### src/rtl/pll_seq_pkg.sv
// Shared types and constants for the PLL lock sequencer.
// Optional lock-loss glitch filter: PLL_LOCK_GLITCH_FILTER_EN.
package pll_seq_pkg;

    typedef enum logic [2:0] {
        ST_IDLE      = 3'd0,
        ST_PWRDN     = 3'd1,
        ST_WAIT_LOCK = 3'd2,
        ST_STABLE    = 3'd3,
        ST_RUN       = 3'd4,
        ST_FAULT     = 3'd5
    } state_t;

    localparam int unsigned RETRY_W           = 8;
    localparam int unsigned LOSS_W            = 8;
    localparam int unsigned GLITCH_FILTER_LEN = 4;

endpackage

### src/rtl/pll_lock_sequencer_if.sv
// Control/status bundle between the PLL lock sequencer and its surroundings.
// master = sequencer side, slave = board/CCC/fabric side.
interface pll_lock_sequencer_if;
    import pll_seq_pkg::*;

    logic                 ENABLE;
    logic                 PLL_LOCK_0;
    logic                 PLL_POWERDOWN_N_0;
    logic                 FAB_RESET_N;
    logic                 READY;
    logic                 FAULT;
    logic [RETRY_W-1:0]   RETRY_CNT;
    logic [LOSS_W-1:0]    LOCK_LOSS_CNT;
    logic [2:0]           STATE;

    modport master (
        input  ENABLE, PLL_LOCK_0,
        output PLL_POWERDOWN_N_0, FAB_RESET_N, READY, FAULT,
               RETRY_CNT, LOCK_LOSS_CNT, STATE
    );

    modport slave (
        output ENABLE, PLL_LOCK_0,
        input  PLL_POWERDOWN_N_0, FAB_RESET_N, READY, FAULT,
               RETRY_CNT, LOCK_LOSS_CNT, STATE
    );

endinterface

### src/rtl/sync_2ff.sv
// Generic two-flop single-bit synchronizer with synchronous active-high reset.
module sync_2ff (
    input  logic i_clk,
    input  logic i_rst,
    input  logic i_d,
    output logic o_q
);

    logic r_meta;
    logic r_sync;

    always_ff @(posedge i_clk) begin
        if (i_rst) begin
            r_meta <= 1'b0;
            r_sync <= 1'b0;
        end else begin
            r_meta <= i_d;
            r_sync <= r_meta;
        end
    end

    assign o_q = r_sync;

endmodule

### src/rtl/pll_lock_sequencer.sv
// PLL power-up / lock-qualification sequencer clocked from the free-running reference.
// Define PLL_LOCK_GLITCH_FILTER_EN to ignore lock drops shorter than GLITCH_FILTER_LEN cycles in RUN.
module pll_lock_sequencer
    import pll_seq_pkg::*;
#(
    parameter int unsigned PWRDN_CYCLES       = 64,
    parameter int unsigned LOCK_TIMEOUT       = 20000,
    parameter int unsigned LOCK_STABLE_CYCLES = 1024,
    parameter int unsigned MAX_RETRIES        = 3,
    parameter int unsigned CNT_W              = 16
) (
    input  logic                 REF_CLK_0,
    input  logic                 RESET_0,
    pll_lock_sequencer_if.master bus
);

    localparam longint unsigned CNT_LIM = 64'd1 << CNT_W;

    if (CNT_W < 2 || CNT_W > 32) begin : g_bad_cnt_w
        $error("CNT_W out of range");
    end
    if (PWRDN_CYCLES < 2 || PWRDN_CYCLES >= CNT_LIM ||
        LOCK_TIMEOUT < 1 || LOCK_TIMEOUT >= CNT_LIM ||
        LOCK_STABLE_CYCLES < 1 || LOCK_STABLE_CYCLES >= CNT_LIM) begin : g_bad_cycles
        $error("cycle parameter does not fit CNT_W or is below its minimum");
    end
    if (MAX_RETRIES < 1 || MAX_RETRIES > 255) begin : g_bad_retries
        $error("MAX_RETRIES must be 1..255");
    end

    logic                w_lock_s;
    logic                w_lock_loss;
    logic                w_retry_inc;
    state_t              r_state;
    state_t              w_next;
    logic [CNT_W-1:0]    r_cnt;
    logic [RETRY_W-1:0]  r_retry;
    logic [LOSS_W-1:0]   r_loss;
    logic                r_pwrdn_n;
    logic                r_fab_rst_n;
    logic                r_ready;
    logic                r_fault;

    sync_2ff u_lock_sync (
        .i_clk (REF_CLK_0),
        .i_rst (RESET_0),
        .i_d   (bus.PLL_LOCK_0),
        .o_q   (w_lock_s)
    );

`ifdef PLL_LOCK_GLITCH_FILTER_EN
    localparam int unsigned FILT_W = $clog2(GLITCH_FILTER_LEN);
    logic [FILT_W-1:0] r_filt;

    // Counts consecutive low lock_s cycles in RUN; the event fires on the last one.
    always_ff @(posedge REF_CLK_0) begin
        if (RESET_0 || r_state != ST_RUN || w_lock_s) begin
            r_filt <= '0;
        end else if (r_filt != FILT_W'(GLITCH_FILTER_LEN - 1)) begin
            r_filt <= r_filt + FILT_W'(1);
        end
    end

    assign w_lock_loss = (r_state == ST_RUN) && !w_lock_s &&
                         (r_filt == FILT_W'(GLITCH_FILTER_LEN - 1));
`else
    assign w_lock_loss = (r_state == ST_RUN) && !w_lock_s;
`endif

    always_comb begin
        w_next      = r_state;
        w_retry_inc = 1'b0;
        if (!bus.ENABLE) begin
            w_next = ST_IDLE;
        end else begin
            case (r_state)
                ST_IDLE:  w_next = ST_PWRDN;
                ST_PWRDN: begin
                    if (r_cnt == CNT_W'(PWRDN_CYCLES - 1)) w_next = ST_WAIT_LOCK;
                end
                ST_WAIT_LOCK: begin
                    if (w_lock_s) begin
                        w_next = ST_STABLE;
                    end else if (r_cnt == CNT_W'(LOCK_TIMEOUT - 1)) begin
                        w_retry_inc = 1'b1;
                        w_next = (r_retry + RETRY_W'(1) == RETRY_W'(MAX_RETRIES)) ?
                                 ST_FAULT : ST_PWRDN;
                    end
                end
                ST_STABLE: begin
                    if (!w_lock_s)                                   w_next = ST_WAIT_LOCK;
                    else if (r_cnt == CNT_W'(LOCK_STABLE_CYCLES - 1)) w_next = ST_RUN;
                end
                ST_RUN: begin
                    if (w_lock_loss) w_next = ST_PWRDN;
                end
                ST_FAULT: w_next = ST_FAULT;
                default:  w_next = ST_IDLE;
            endcase
        end
    end

    // Counter restarts on every state change, so each timed state starts from zero.
    always_ff @(posedge REF_CLK_0) begin
        if (RESET_0) begin
            r_state     <= ST_IDLE;
            r_cnt       <= '0;
            r_retry     <= '0;
            r_loss      <= '0;
            r_pwrdn_n   <= 1'b0;
            r_fab_rst_n <= 1'b0;
            r_ready     <= 1'b0;
            r_fault     <= 1'b0;
        end else begin
            r_state <= w_next;
            if (w_next != r_state || r_state == ST_IDLE || r_state == ST_RUN ||
                r_state == ST_FAULT) begin
                r_cnt <= '0;
            end else begin
                r_cnt <= r_cnt + CNT_W'(1);
            end
            if (r_state == ST_IDLE && w_next == ST_PWRDN) begin
                r_retry <= '0;
            end else if (w_retry_inc) begin
                r_retry <= r_retry + RETRY_W'(1);
            end
            if (bus.ENABLE && w_lock_loss && r_loss != '1) begin
                r_loss <= r_loss + LOSS_W'(1);
            end
            r_pwrdn_n   <= (w_next == ST_WAIT_LOCK) || (w_next == ST_STABLE) ||
                           (w_next == ST_RUN);
            r_fab_rst_n <= (w_next == ST_RUN);
            r_ready     <= (w_next == ST_RUN);
            r_fault     <= (w_next == ST_FAULT);
        end
    end

    assign bus.PLL_POWERDOWN_N_0 = r_pwrdn_n;
    assign bus.FAB_RESET_N       = r_fab_rst_n;
    assign bus.READY             = r_ready;
    assign bus.FAULT             = r_fault;
    assign bus.RETRY_CNT         = r_retry;
    assign bus.LOCK_LOSS_CNT     = r_loss;
    assign bus.STATE             = r_state;

endmodule

### src/flat_wrapper.sv
// flat-port wrapper written by rule: the top's interface ports become plain ports
module pll_lock_sequencer_flat import pll_seq_pkg::*;
#(
    parameter int unsigned PWRDN_CYCLES       = 64,
    parameter int unsigned LOCK_TIMEOUT       = 20000,
    parameter int unsigned LOCK_STABLE_CYCLES = 1024,
    parameter int unsigned MAX_RETRIES        = 3,
    parameter int unsigned CNT_W              = 16
)
  (REF_CLK_0, RESET_0, bus_ENABLE, bus_PLL_LOCK_0, bus_PLL_POWERDOWN_N_0, bus_FAB_RESET_N, bus_READY, bus_FAULT, bus_RETRY_CNT, bus_LOCK_LOSS_CNT, bus_STATE);
  pll_lock_sequencer_if bus_i ();
  input  logic REF_CLK_0;
  input  logic RESET_0;
  input wire logic [$bits(bus_i.ENABLE)-1:0] bus_ENABLE;
  input wire logic [$bits(bus_i.PLL_LOCK_0)-1:0] bus_PLL_LOCK_0;
  output wire logic [$bits(bus_i.PLL_POWERDOWN_N_0)-1:0] bus_PLL_POWERDOWN_N_0;
  output wire logic [$bits(bus_i.FAB_RESET_N)-1:0] bus_FAB_RESET_N;
  output wire logic [$bits(bus_i.READY)-1:0] bus_READY;
  output wire logic [$bits(bus_i.FAULT)-1:0] bus_FAULT;
  output wire logic [$bits(bus_i.RETRY_CNT)-1:0] bus_RETRY_CNT;
  output wire logic [$bits(bus_i.LOCK_LOSS_CNT)-1:0] bus_LOCK_LOSS_CNT;
  output wire logic [$bits(bus_i.STATE)-1:0] bus_STATE;
  assign bus_i.ENABLE = bus_ENABLE;
  assign bus_i.PLL_LOCK_0 = bus_PLL_LOCK_0;
  assign bus_PLL_POWERDOWN_N_0 = bus_i.PLL_POWERDOWN_N_0;
  assign bus_FAB_RESET_N = bus_i.FAB_RESET_N;
  assign bus_READY = bus_i.READY;
  assign bus_FAULT = bus_i.FAULT;
  assign bus_RETRY_CNT = bus_i.RETRY_CNT;
  assign bus_LOCK_LOSS_CNT = bus_i.LOCK_LOSS_CNT;
  assign bus_STATE = bus_i.STATE;
  pll_lock_sequencer #(.PWRDN_CYCLES(PWRDN_CYCLES), .LOCK_TIMEOUT(LOCK_TIMEOUT), .LOCK_STABLE_CYCLES(LOCK_STABLE_CYCLES), .MAX_RETRIES(MAX_RETRIES), .CNT_W(CNT_W)) u_core (.REF_CLK_0(REF_CLK_0), .RESET_0(RESET_0), .bus(bus_i));
endmodule
### config.mk
export PLATFORM = sky130hd
export DESIGN_NAME = pll_lock_sequencer_flat
export DESIGN_NICKNAME = d
export VERILOG_FILES = /design/src/rtl/pll_seq_pkg.sv /design/src/rtl/pll_lock_sequencer_if.sv /design/src/rtl/sync_2ff.sv /design/src/rtl/pll_lock_sequencer.sv /design/src/flat_wrapper.sv
export SDC_FILE = /design/constraint.sdc
export NUM_CORES = 1
export LEC_CHECK = 0
export ABC_AREA = 1
export BUFFER_PORTS_ARGS = -buffer_cell sky130_fd_sc_hd__buf_2
export CORE_MARGIN = 4
export CORE_UTILIZATION = 40
export DETAILED_ROUTE_END_ITERATION = 10
export GPL_TIMING_DRIVEN = 1
export PLACE_DENSITY = 0.58
export SETUP_SLACK_MARGIN = 0.3
export SLEW_MARGIN = 25
export SYNTH_ARGS = -nofsm -noshare
export SYNTH_HDL_FRONTEND = slang
export SYNTH_HIERARCHICAL = 1
export SYNTH_SLANG_ARGS = --single-unit
export TNS_END_PERCENT = 5
### constraint.sdc
create_clock -name REF_CLK_0 -period 1.7 [get_ports REF_CLK_0]
set_input_delay 0.17 -clock REF_CLK_0 [delete_from_list [all_inputs] [get_ports REF_CLK_0]]
set_output_delay 0.17 -clock REF_CLK_0 [all_outputs]
set_load 0.02 [all_outputs]
Yosys cells after proc, flatten, opt, wreduce, memory -nomap -nowiden
Cells that the tools add are included.

Add/subtract/negate cells: 3. Equality and inequality tests: 16. Multiplexer cells: 13. Reduce and logical (&&, ||, !) cells: 13.

Operators with widths (number): $mux 3 (8); $pmux 3 s6 (1); $add 16x1->16 const B (1); $add 8x1->8 const B (2); $eq 16x10->1 const B (1); $eq 16x15->1 const B (1); $eq 16x6->1 const B (1); $eq 3x2->1 const B (4); $eq 3x3->1 const B (4); $eq 8x2->1 const B (1); $ne 8x8->1 const B (1); $eq 3x1->1 const B (2); $logic_or 1x1->1 (5); $logic_and 1x1->1 (4); $mux 1 (4); $reduce_or 2->1 (2); $logic_not 3->1 (1); $ne 3x3->1 (1); $logic_not 1->1 (1).

Register bits: 40. Logic and storage cells: 54.

Logic depth before layout (Yosys ltp)
Gate-level depths: netlist of the first run.

Depth after elaboration: 12. Mapped depth: 12.

Modules after synthesis
Netlist of the first run, hierarchy kept.

By module, submodules not included: pll_lock_sequencer (instances 1, cells each 275, area an instance 2060.7 µm²); sync_2ff (instances 1, cells each 6, area an instance 55.1 µm²).

Least setup slack after synthesis of the first run
No wires, ideal clock.

Path kind: flip-flop to flip-flop. Start: register u_core.r_cnt[0]. End: register u_core.r_cnt[13]. Data arrival time: 1.574 ns. Required time: 1.580 ns. Setup slack: 0.006 ns. Cell stages (with the launch flop): 12. Period minus slack after synthesis: 1.694 ns. Cells stage by stage: dfxtp_1 -> ha_1 -> nand3_2 -> nor2_2 -> nand3_1 -> a21oi_2 -> nand3_2 -> nand2_2 -> nand2_2 -> nand2_4 -> buf_8 -> nor3_2.

Word-level cells in the longest chain between the ends: 10. Elaborated cells on any way between the ends: 16. Classes of those cells: add/sub (1); eq/ne (4); mux (7); reduce/logical (4).

Ends and longest elaborated chain: start: declaration (line pll_lock_sequencer.sv:36) `logic [CNT_W-1:0] r_cnt;`; start signal: assignment (line pll_lock_sequencer.sv:120) `r_cnt <= r_cnt + CNT_W'(1);`; $eq 16x10->1 / $eq 16x15->1 (equally long branches) (line pll_lock_sequencer.sv:92, pll_lock_sequencer.sv:84); $mux 3 (on tied branches) (line pll_lock_sequencer.sv:92, pll_lock_sequencer.sv:84); $mux 3 (on tied branches) (line pll_lock_sequencer.sv:91, pll_lock_sequencer.sv:82); $pmux 3 s6 (line pll_lock_sequencer.sv:76) `case (r_state)`; $mux 3 (line pll_lock_sequencer.sv:73) `if (!bus.ENABLE) begin`; $ne 3x3->1 (line pll_lock_sequencer.sv:116) `if (w_next != r_state || r_state == ST_IDLE || r_state == ST_RUN ||`; $logic_or 1x1->1 (3 in series) (line pll_lock_sequencer.sv:116); $reduce_or 2->1 (no source line).

Several ways; a longest one is shown, not always the timed one. A chain may end at the register's enable or synchronous reset.

Worst setup path after layout of the first run
Start: register u_core.r_cnt[0]. End: register u_core.r_cnt[0].

The elaborated chain is that of the path after synthesis.

==> impl_metrics.tcl, run 1 <==
set metrics [dict create \
    status "finished clean" \
    antennaDiodeCount 0 \
    drt_pass1_iterations 4 \
    wl_met1_um 2249 \
    leakagePower_uw 0.001174 \
    max_freq_mhz 588.9 \
    syn2layout_area_growth_pct 34.30 \
    cts.path.max_buffers 2 \
    critPathArrivalTime_ns 1.91 \
    synth_seq_cells 40 \
    grt_max_degree 17 \
    async_flop_share_pct 0 \
    crit_slowest_cell "dfxtp_2" \
    regArea_um2 812.0 \
    synth_top_family_by_area "simple AND/OR/NAND/NOR gates" \
    muxShareOfSynthArea_pct 0 \
    hold_depth 3 \
    ioPinCount 27 \
    cts_hold_buf 0 \
    grt_pass1_vias 1785 \
    htree_num_levels 2 \
    hold_violations 0 \
    viasPerCell 4.629 \
    yosysSeqAreaShare_pct 37.85 \
    die_area_mm2 0.006517 \
    die_w_um 80.73 \
    dp_cells 397 \
    start_util_pct 41.43 \
    skew_ns 0.01554 \
    wire_per_inst_um 11.17 \
    synth_xor_xnor_area_share_pct 9.107 \
    fin_cells 410 \
    crit_path_cell_trace "ha_4 -> nand3_4 -> nor3_4 -> nand2_2 -> nand3_2 -> nand3_4 -> nand3_4 -> nand2_8 -> nor3_1" \
    postSynthAreaPerCell_um2 7.529 \
    pwr-share-seq_pct 50.9 \
    end_kind "register" \
    gp_congestion 0.8951 \
    cts_inserted_buffers 5 \
    syn_nets 289 \
    vias 1898 \
    fin_crit_sh_pct 99.88 \
    power.density_mw_per_mm2 655.1 \
    io_buffers 26 \
    top_layer "met4" \
    synth-compound-area-share_pct 6.268 \
    cts-root-buf "clkbuf_8" \
    rsz0062_at_grt "true" \
    switching_power_uw 440.7 \
    postRouteAntennaNets 0 \
    switching_share_pct 23.67 \
    drc_errors 0 \
    cts_sinks 40 \
    yosys.area_share.simple_pct 36.19 \
    start_kind "register" \
    crit_type "register to register" \
    die_y_um 80.73 \
    hp-class "input port to register" \
    ys_types 32 \
    grt.total_usage_pct 14.68 \
    drive_gt1_share_pct 37.65 \
    clk_latency_ns 0.30 \
    grt_pass1_wl_um 7652 \
    worst_pin_slew_ns 0.3979 \
    final_common_cell "nand2_1" \
    yosys_warnings 6 \
    maxSlewViolCount 0 \
    crit_top_cell "nand3_4" \
    setup_viol 0 \
    relSlewSlack_pct 73.47 \
    antenna_found_initial 0 \
    max-cap-violations 0 \
    fillers 482 \
    drt_iter0_markers 64 \
    syn_inst 281 \
    synth_top_flop_cell "dfxtp_1" \
    p_int_uw 1421 \
    crit_path_max_incr_delay_ns 0.35 \
    crit_required_ns 1.91 \
    total_power_uw 1862 \
    netlist_area_mm2 0.002116 \
    period_needed_ns 1.698 \
    drt-total-wl_um 4580 \
    synth_edf_count 0 \
    path_clk_slew_ns 0.09 \
    layout_common_cells "nand2_1, inv_1, nor2_1, dfxtp_1" \
    cp_max_fo 16 \
    ir_drop_uv 281.6 \
    rows 26 \
    dpl.hpwl_um 3309 \
    pwr-share-comb_pct 6.0 \
    p_clk_share_pct 43.1 \
    cts_tree "yes" \
    r2r_cells 9 \
    dr_wl_met3_um 130 \
    final_nets 347 \
    core_mm2 0.005107 \
    grt-ovfl-total 0 \
    wl_met2_um 2137 \
    multi_input_area_mm2 0.001343 \
    synthAdderAreaFrac_pct 2.365 \
]
==> repair_timing <==
item | in CTS | in global routing
gates cloned | 1 | 0
pin swaps | 6 | 9
buffers inserted | 1 | 3
resized for setup | 10 | 34
endpoints found under the setup margin | 38 | 38
==> power groups by stage <==
stage / logic, uW / clock network [uW] / registers [uW]
5_1_grt: 122 / 850 / 949
6_report: 112 / 802 / 948
2_1_floorplan: 62.8 / 0 / 970
3_3_place_gp: 87.9 / 0 / 969
4_1_cts: 102 / 817 / 947
3_5_place_dp: 87.9 / 0 / 969
==> cell usage after synthesis, types with 2 or more instances <==
library cell	number	share of area (%)
a21oi_1	14	3.3
dfxtp_1	40	38
ha_1	4	2.4
inv_1	35	6.2
nand2_1	50	8.9
nand2_2	4	1.2
nand2_4	2	1.1
nand3_1	18	4.3
nand3_2	3	1.4
nand4_1	5	1.5
nor2_1	36	6.4
nor2_2	2	0.59
nor3_1	12	2.8
nor3_2	11	5.2
nor4_1	3	0.89
o21ai_0	5	1.2
or2_2	2	0.59
xnor2_1	12	5.0
xor2_1	10	4.1
==> final timing paths <==
check	start	endpoint	slack [ns]
worst min-delay path	bus_PLL_LOCK_0	u_core/u_lock_sync/r_meta	0.08
worst max-delay path	u_core/r_cnt[0]	u_core/r_cnt[0]	0.002
worst min register to register	u_core/u_lock_sync/r_meta	u_core/u_lock_sync/o_q	0.41
worst max register to register	u_core/r_cnt[0]	u_core/r_cnt[0]	0.002
==> routing by layer <==
layer	vias to the layer above	global-route usage, %
li1	1015	-
met1	855	19.18
met2	23	23.84
met3	5	3.104
met4	0	5.405
met5	-	0
==> logic make-up (layout without fill, tap and decap cells) <==
logic type,after synthesis,count (layout)
AO/OA/AOI/OAI,24,24
XOR/XNOR,22,22
adder cells (fa/ha/maj),4,4
buffers and inverters,40,98
flip-flops,40,40
AND/OR/NAND/NOR,151,152
==> cell type report <==
class	count	area share [%]
sequential	40	28.58
inverter	36	4.756
multi-input combinational	202	47.25
clock inverter	3	1.673
clock buffer	5	2.422
timing repair buffer	54	12.24
tap	70	3.082
==> flip-flops by register name, indices dropped and copies added, names as in the netlist <==
name                          count
u_core/r_cnt                     16
u_core/bus.LOCK_LOSS_CNT          8
u_core/bus.RETRY_CNT              8
u_core/bus.STATE                  3
u_core/bus.FAULT                  1
u_core/bus.PLL_POWERDOWN_N_0      1
u_core/bus.READY                  1
u_core/u_lock_sync/o_q            1
u_core/u_lock_sync/r_meta         1
==> worst max-delay path: cells and delay by family (launching register included) <==
family                     cells  cell delay [ns]
adders and majority gates      1             0.15
DFF                            1             0.35
and+or+nand+nor                8             1.12
==> through the flow <==
step / hold slack [ns] / TNS, ns / area [um2] / util [%] / setup WS, ns
floorplan: 0.2391 / 0 / 2157 / - / 0.04206
global placement: 0.3903 / -0.1268 / 2516 / 49.27 / -0.02165
detailed placement: 0.3944 / -1.074 / 2516 / 49.27 / -0.08863
CTS: 0.07325 / 0 / 2703 / 52.92 / 0.05528
global route: 0.08210 / -1.812 / 2841 / 55.63 / -0.08033
finish: 0.07721 / 0 / 2841 / 55.63 / 0.002036
Note: power is estimated with default switching activity, not from simulation.
==> run 2, diff against run 1 <==
- ABC_CLOCK_PERIOD_IN_PS: unset -> 1700
- CORE_UTILIZATION: 40 -> 45
- PLACE_DENSITY: 0.58 -> 0.64
==> impl_metrics.tcl, run 2 (synthesis gave the netlist of run 1 again) <==
set metrics [dict create \
    cp_max_fo 8 \
    dpl_cell_area_mm2 0.002486 \
    dpl.hpwl_um 3286 \
    die_y_um 76.57 \
    grt_max_degree 17 \
    die_w_um 76.57 \
    worst_pin_slew_ns 0.6653 \
    gp_congestion 0.8008 \
    start_util_pct 47.61 \
    drc_errors 0 \
    crit_path_cell_trace "inv_2 -> nor2_1 -> inv_1 -> nor2_1 -> nand2_1 -> nand3_4 -> nand2_4 -> nand2_4 -> nand2_8 -> nor3_2" \
    regMostFlops "u_core/r_cnt" \
    wire_per_inst_um 12.45 \
    largest_register_ffs 16 \
    grt-ovfl-total 0 \
    antennaDiodeCount 0 \
    rows 24 \
    postRouteAntennaNets 0 \
    setup_viol 0 \
    max_freq_mhz 593.1 \
    path_clk_slew_ns 0.08 \
    final_nets 347 \
    drt_iter0_markers 67 \
    period_needed_ns 1.686 \
    final_common_cell "nand2_1" \
    cts_sinks 40 \
    critPathArrivalTime_ns 1.91 \
    grt_pass1_vias 1868 \
    layout_common_cells "nand2_1, inv_1, dfxtp_1" \
    crit_required_ns 1.92 \
    fillers 405 \
    crit_type "register to register" \
    clk_latency_ns 0.30 \
    crit_slowest_cell "dfxtp_1" \
    leakagePower_uw 0.001169 \
    max-cap-violations 0 \
    fin_crit_sh_pct 99.17 \
    viasPerCell 5.074 \
    rsz0062_at_grt "true" \
    crit_path_max_incr_delay_ns 0.35 \
    regArea_um2 807.0 \
    skew_ns 0.009644 \
    drt-total-wl_um 4880 \
    syn2layout_area_growth_pct 31.52 \
    maxSlewViolCount 0 \
    htree_num_levels 2 \
    end_kind "register" \
    hold_violations 0 \
    die_area_mm2 0.005863 \
    start_kind "register" \
    vias 1989 \
    whs_ns 0.06609 \
    layout_setup_ws_ns 0.01405 \
    core_mm2 0.004444 \
    relSlewSlack_pct 55.64 \
    antenna_found_initial 0 \
    cts-root-buf "clkbuf_8" \
    cts_tree "yes" \
    drt_pass1_iterations 4 \
    drive_gt1_share_pct 34.12 \
    ir_drop_uv 391.4 \
    multi_input_area_mm2 0.001328 \
    status "finished clean" \
    hp-class "input port to register" \
    cts_inserted_buffers 5 \
    grt.total_usage_pct 16.91 \
    tns_ns 0 \
    ioPinCount 27 \
    fin_area_mm2 0.002783 \
    power.density_mw_per_mm2 661.4 \
    cts.path.max_buffers 2 \
    dp_slack_ns -0.03830 \
    cts_hold_buf 0 \
    crit_buf_inv 2 \
    io_buffers 26 \
    cp_top_family "simple AND/OR/NAND/NOR gates" \
    grt_pass1_wl_um 8128 \
]
==> run 2: changes by cell type in the layout (fill, tap and decap cells not counted), moves of 2 or more <==
cell / previous run / this run
inv_1: 33 / 35
a21oi_1: 9 / 13
a21oi_2: 6 / 2
dfxtp_1: 31 / 35
clkinv_4: 2 / 0
inv_2: 3 / 1
nor2_1: 31 / 33
dfxtp_2: 9 / 5
==> run 2: per-stage QoR <==
stage               total power [uW]  cells  util [%]
finish                          1840    392     62.61
global route                    1906    392     62.61
CTS                             1835    388     60.22
floorplan                       1033    281         -
global placement                1056    378     55.94
detailed placement              1056    378     55.94
==> run 2: repair_timing <==
item                                    4_1_cts  5_1_grt
pin swaps                                    10       12
endpoints found under the setup margin       38       38
gates resized for setup                      12       18
cloned                                        1        1
setup buffers                                 1        3
==> run 2: cell type report <==
type	instances	area share, %
Clock buffer	5	2.473
Clock inverter	3	1.529
Inverter	36	4.856
Multi-Input combinational cell	203	47.71
Sequential cell	40	29.00
Tap cell	52	2.338
Timing Repair Buffer	53	12.10
==> run 2: worst paths after layout <==
check / startpoint / endpoint / slack (ns) / cells after the start
worst max register to register: u_core/bus.STATE[1] / u_core/r_cnt[14] / 0.01 / 10
worst min-delay path: bus_PLL_LOCK_0 / u_core/u_lock_sync/r_meta / 0.07 / 3
worst max-delay path: u_core/bus.STATE[1] / u_core/r_cnt[14] / 0.01 / 10
worst min register to register: u_core/u_lock_sync/r_meta / u_core/u_lock_sync/o_q / 0.41 / 2
==> run 2: worst register-to-register path, cell delays in order (launching register included) <==
cell and delay [ns]:
dfxtp_1 0.35, inv_2 0.06, nor2_1 0.13, inv_1 0.10, nor2_1 0.23, nand2_1 0.14
nand3_4 0.12, nand2_4 0.07, nand2_4 0.13, nand2_8 0.09, nor3_2 0.20
==> run 2: power by group <==
| part | switching [uW] | total (uW) | internal (uW) |
|---|---|---|---|
| combinational | 79.1 | 116 | 37.0 |
| sequential | 5.55 | 948 | 942 |
| clock | 342 | 777 | 434 |
==> run 2: layer usage <==
layer	wire length (um)	GRT usage (%)	part of all wire, %	vias up
met1	2194	19.54	45	920
met5	0	0	0	-
met2	2382	30.05	49	36
li1	-	-	-	1025
met3	219	4.019	4.5	8
met4	85	6.341	1.7	0
